## config.mk

```make
export PLATFORM = sky130hd
export DESIGN_NAME = mem_port_arbiter
export DESIGN_NICKNAME = d
export VERILOG_FILES = /design/src/rtl/mem_arb_pkg.sv /design/src/rtl/mem_arb_perf_cnt.sv /design/src/rtl/mem_port_arbiter.sv
export SDC_FILE = /design/constraint.sdc
export NUM_CORES = 1
export LEC_CHECK = 0
export ABC_AREA = 1
export BUFFER_PORTS_ARGS = -buffer_cell sky130_fd_sc_hd__buf_2
export CAP_MARGIN = 20
export CORE_UTILIZATION = 30
export CTS_CLUSTER_DIAMETER = 200
export DETAILED_ROUTE_END_ITERATION = 10
export SLEW_MARGIN = 0
export SYNTH_ARGS = -nofsm -noshare
export SYNTH_HDL_FRONTEND = slang
export SYNTH_SLANG_ARGS = --single-unit
export TNS_END_PERCENT = 50
```

## constraint.sdc

```tcl
create_clock -name clk -period 1.6 [get_ports clk]
set_input_delay 0.32 -clock clk [delete_from_list [all_inputs] [get_ports clk]]
set_output_delay 0.32 -clock clk [all_outputs]
set_load 0.01 [all_outputs]
```

## src/rtl/mem_arb_pkg.sv

```systemverilog
// Shared types and defaults for the IF/MEM memory-port arbiter.
package mem_arb_pkg;

  localparam int ADDR_W_DEF = 32;
  localparam int DATA_W_DEF = 32;

  typedef enum logic [2:0] {
    IDLE   = 3'd0,
    D_BUSY = 3'd1,
    D_RESP = 3'd2,
    I_BUSY = 3'd3,
    I_RESP = 3'd4
  } arb_state_e;

endpackage

```

## src/rtl/mem_arb_perf_cnt.sv

```systemverilog
// Saturating cycle counter; counts clocks while en is high and sticks at all-ones.
module mem_arb_perf_cnt #(
  parameter int WIDTH = 32
) (
  input  logic             clk,
  input  logic             rst,
  input  logic             en,
  output logic [WIDTH-1:0] count
);

  always_ff @(posedge clk) begin
    if (rst) begin
      count <= '0;
    end else if (en && (count != '1)) begin
      count <= count + WIDTH'(1);
    end
  end

endmodule

```

## src/rtl/mem_port_arbiter.sv

```systemverilog
// Arbitrates one single-ported memory between IF fetches and MEM loads/stores (data first).
// Optional stall counters enabled by defining MEM_PORT_ARB_PERF_EN.
module mem_port_arbiter
  import mem_arb_pkg::*;
#(
  parameter int ADDR_W = ADDR_W_DEF,
  parameter int DATA_W = DATA_W_DEF
) (
  input  logic              clk,
  input  logic              rst,
  input  logic              if_req,
  input  logic [ADDR_W-1:0] if_adr,
  output logic [DATA_W-1:0] if_rdata,
  output logic              if_ready,
  input  logic              dm_read,
  input  logic              dm_write,
  input  logic [ADDR_W-1:0] dm_adr,
  input  logic [DATA_W-1:0] dm_wdata,
  output logic [DATA_W-1:0] dm_rdata,
  output logic              dm_ready,
  output logic              mem_req,
  output logic              mem_we,
  output logic [ADDR_W-1:0] mem_adr,
  output logic [DATA_W-1:0] mem_wdata,
  input  logic [DATA_W-1:0] mem_rdata,
  input  logic              mem_ack,
  output logic              stall_if,
  output logic              stall_mem
`ifdef MEM_PORT_ARB_PERF_EN
  ,
  output logic [31:0]       perf_if_wait,
  output logic [31:0]       perf_dm_wait
`endif
);

  arb_state_e        state, state_nxt;
  logic              mem_req_nxt, mem_we_nxt, if_ready_nxt, dm_ready_nxt;
  logic [ADDR_W-1:0] mem_adr_nxt;
  logic [DATA_W-1:0] mem_wdata_nxt, if_rdata_nxt, dm_rdata_nxt;
  logic              dm_any;

  // A simultaneous read+write from MEM is treated as a store.
  assign dm_any = dm_read | dm_write;

  always_ff @(posedge clk) begin
    if (rst) begin
      state     <= IDLE;
      mem_req   <= 1'b0;
      mem_we    <= 1'b0;
      mem_adr   <= '0;
      mem_wdata <= '0;
      if_rdata  <= '0;
      dm_rdata  <= '0;
      if_ready  <= 1'b0;
      dm_ready  <= 1'b0;
    end else begin
      state     <= state_nxt;
      mem_req   <= mem_req_nxt;
      mem_we    <= mem_we_nxt;
      mem_adr   <= mem_adr_nxt;
      mem_wdata <= mem_wdata_nxt;
      if_rdata  <= if_rdata_nxt;
      dm_rdata  <= dm_rdata_nxt;
      if_ready  <= if_ready_nxt;
      dm_ready  <= dm_ready_nxt;
    end
  end

  // Ready pulses are registered on entry to the RESP state, so they last exactly one cycle.
  always_comb begin
    state_nxt     = state;
    mem_req_nxt   = mem_req;
    mem_we_nxt    = mem_we;
    mem_adr_nxt   = mem_adr;
    mem_wdata_nxt = mem_wdata;
    if_rdata_nxt  = if_rdata;
    dm_rdata_nxt  = dm_rdata;
    if_ready_nxt  = 1'b0;
    dm_ready_nxt  = 1'b0;
    case (state)
      IDLE: begin
        if (dm_any) begin
          mem_adr_nxt   = dm_adr;
          mem_wdata_nxt = dm_wdata;
          mem_we_nxt    = dm_write;
          mem_req_nxt   = 1'b1;
          state_nxt     = D_BUSY;
        end else if (if_req) begin
          mem_adr_nxt = if_adr;
          mem_we_nxt  = 1'b0;
          mem_req_nxt = 1'b1;
          state_nxt   = I_BUSY;
        end
      end
      D_BUSY: begin
        if (mem_ack) begin
          mem_req_nxt  = 1'b0;
          dm_ready_nxt = 1'b1;
          state_nxt    = D_RESP;
          if (!mem_we) begin
            dm_rdata_nxt = mem_rdata;
          end
        end
      end
      I_BUSY: begin
        if (mem_ack) begin
          mem_req_nxt  = 1'b0;
          if_ready_nxt = 1'b1;
          if_rdata_nxt = mem_rdata;
          state_nxt    = I_RESP;
        end
      end
      D_RESP, I_RESP: begin
        state_nxt = IDLE;
      end
      default: begin
        state_nxt = IDLE;
      end
    endcase
  end

  assign stall_mem = dm_any & ~dm_ready;
  assign stall_if  = stall_mem | (if_req & ~if_ready);

`ifdef MEM_PORT_ARB_PERF_EN
  mem_arb_perf_cnt #(.WIDTH(32)) u_perf_if (
    .clk   (clk),
    .rst   (rst),
    .en    (stall_if),
    .count (perf_if_wait)
  );

  mem_arb_perf_cnt #(.WIDTH(32)) u_perf_dm (
    .clk   (clk),
    .rst   (rst),
    .en    (stall_mem),
    .count (perf_dm_wait)
  );
`endif

endmodule

```

==> results.cfg <==
[final_layout]
drive_gt1_frac = 0.337
fin_area_um2 = 7440
n_fill_cell = 1775
antenna_cells = 0
syn_to_final_growth_pct = 43.8
fin_cells = 1195
final_net_count = 1096
final_util = 0.446

[pwr]
power.density_nw_per_um2 = 1350
irDropWorstVdd_v = 0.000735
leakage_nw = 3.68
power_mw = 10.0

[cts]
cts_setup_buffers = 0
htree_levels = 4
cts_tree = built
cts_hold_buf = 0
clockRootBuffer = clkbuf_16
cts_buffer_depth = 2
insertion_delay_ns = 0.41
clock-sinks = 135
clk_pin_slew_ns = 0.06
numCtsBuffers = 17
ctsResizeCount = 0

[drt]
routed_wl_mm = 15.3
drtAntennaViolNets = 0
top_layer = met4
dr.first_iter.drc_count = 139
drc = 0
num_vias = 5308
wl_met2_mm = 7.04
drtPass1Iterations = 5
wl_per_cell_um = 12.8
via_per_inst = 4.44
wl_met3_mm = 1.28
drt-met1-wl_mm = 6.77

[floorplanning]
start_util = 0.310
core_area_um2 = 16700
dieArea_um2 = 17800
rows = 47
die_y_um = 133
die_x_um = 133
num_io_pins = 268

[yosys]
syn_avg_cell_area_um2 = 7.32
ys_top_cells_by_count = 141 x nand2_1, 135 x dfxtp_1, 133 x nor2_1
yosysUniqueCellTypes = 19
synth-edff-count = 0
yosysSeqAreaShare = 0.522
yosys_warnings = 0
synth_cells = 707
synth.largest_area_cell = dfxtp_1
synthTopCellsByArea = dfxtp_1 52%, nand2_1 10%, nor2_1 9.6%, o21ai_0 8.2%, a21oi_1 6.6%
netlist_area_um2 = 5170
synthArstFlopShare = 0
netlist.area_leader.share = 0.522
synthMostInstantiatedCell = nand2_1
synth_nets = 841
synth_ff_type = dfxtp_1
ys_seq_elements = 135

[grt]
grt_overflow = 0
grt_pass1_wl_mm = 23.9
track_usage = 0.170
grt_pass1_vias = 4794
grt_max_degree = 98
antenna_found_initial = 0

[critical_path]
worstPathMaxFanout = 34
end_kind = output port
crit_type = primary input to output port
reg2reg_depth = 6
worstSetupStartpointType = primary input
critPathArrivalTime_ns = 1.13
ff2ff_setup_slack_ns = 0.22
cp.required_ns = 1.28

[status]
status = complete, no violations

[place]
place_ws_ns = 0.108
io_buffers = 267
dp_hpwl_mm = 10.8
placed_cell_area_um2 = 6780
dp_cells = 1163
globalplace.congestion = 0.785

[sta]
timing.setup.tns_ns = 0
finalCriticalPeriod_ns = 1.45
slew_violations = 0
clock_skew_ns = 0.00496
fmax_mhz = 688
whs_ns = 0.176
rsz0062_at_grt = no
fin_ws_ns = 0.145
tightestPinTransition_ns = 0.550
slew-limit-headroom = 0.633
min_period_over_period = 0.909
setup_viol = 0
finalHoldViolCount = 0

[hold_path]
min_path_cells = 3
min_path_type = primary input to flip-flop

[run]
max_cap_violations = 0
worst max-delay path, cell delays in order:
cell     delay (ns)
buf_2          0.12
nor2_2         0.22
buf_12         0.22
o22ai_1        0.09
buf_2          0.15
path summary, 6_finish.rpt:
check | startpoint | to
min reg2reg | if_rdata[12] | if_rdata[12]
min | mem_rdata[12] | dm_rdata[12]
max reg2reg | state[0] | if_rdata[14]
max | dm_write | stall_if
power by group:
part	leakage [nW]	switching, mW	internal [mW]
sequential	1.11	0.167	3.72
combinational	2.26	1.10	0.753
clock	0.315	1.46	2.82
total	3.68	2.72	7.30
layer usage:
layer / GRT usage / vias to the layer above
met5: 0 / -
met4: 0.0606 / 0
met3: 0.0613 / 15
met2: 0.280 / 190
met1: 0.205 / 2330
li1: - / 2773
sequential cells by signal, summed over array words and instances (netlist names):
name       flops
dm_rdata      32
dm_ready       1
if_rdata      32
if_ready       1
mem_adr       32
mem_req        1
mem_wdata     32
mem_we         1
state          3
cell families (layout without fill, tap and decap cells):
logic type             Yosys count  after routing  share of synthesized area
DFF                            135            135                      0.522
AOI/OAI and AO/OA              165            165                      0.160
buffers and inverters           93            361                     0.0769
and+or+nand+nor                314            314                      0.241
final cells by class:
| class | instances | area, um2 | area share |
|---|---|---|---|
| flip-flops and latches | 135 | 2700 | 0.363 |
| multi-input cells | 479 | 2080 | 0.280 |
| repair buffers | 285 | 1560 | 0.209 |
| clock buffers | 22 | 494 | 0.0664 |
| well taps | 220 | 275 | 0.0370 |
| clock inverters | 10 | 165 | 0.0222 |
| inverters | 44 | 165 | 0.0222 |
layout by cell type (no fill, tap or decap), drive strengths merged, types with 3 or more instances in the layout:
cell type | synthesis | layout
a21oi | 68 | 68
buf | 28 | 285
bufinv | 0 | 4
clkbuf | 21 | 22
clkinvlp | 0 | 3
dfxtp | 135 | 135
inv | 44 | 45
nand2 | 142 | 142
nand3 | 34 | 34
nor2 | 136 | 136
o21ai | 96 | 96
(Power assumes the default switching activity.)
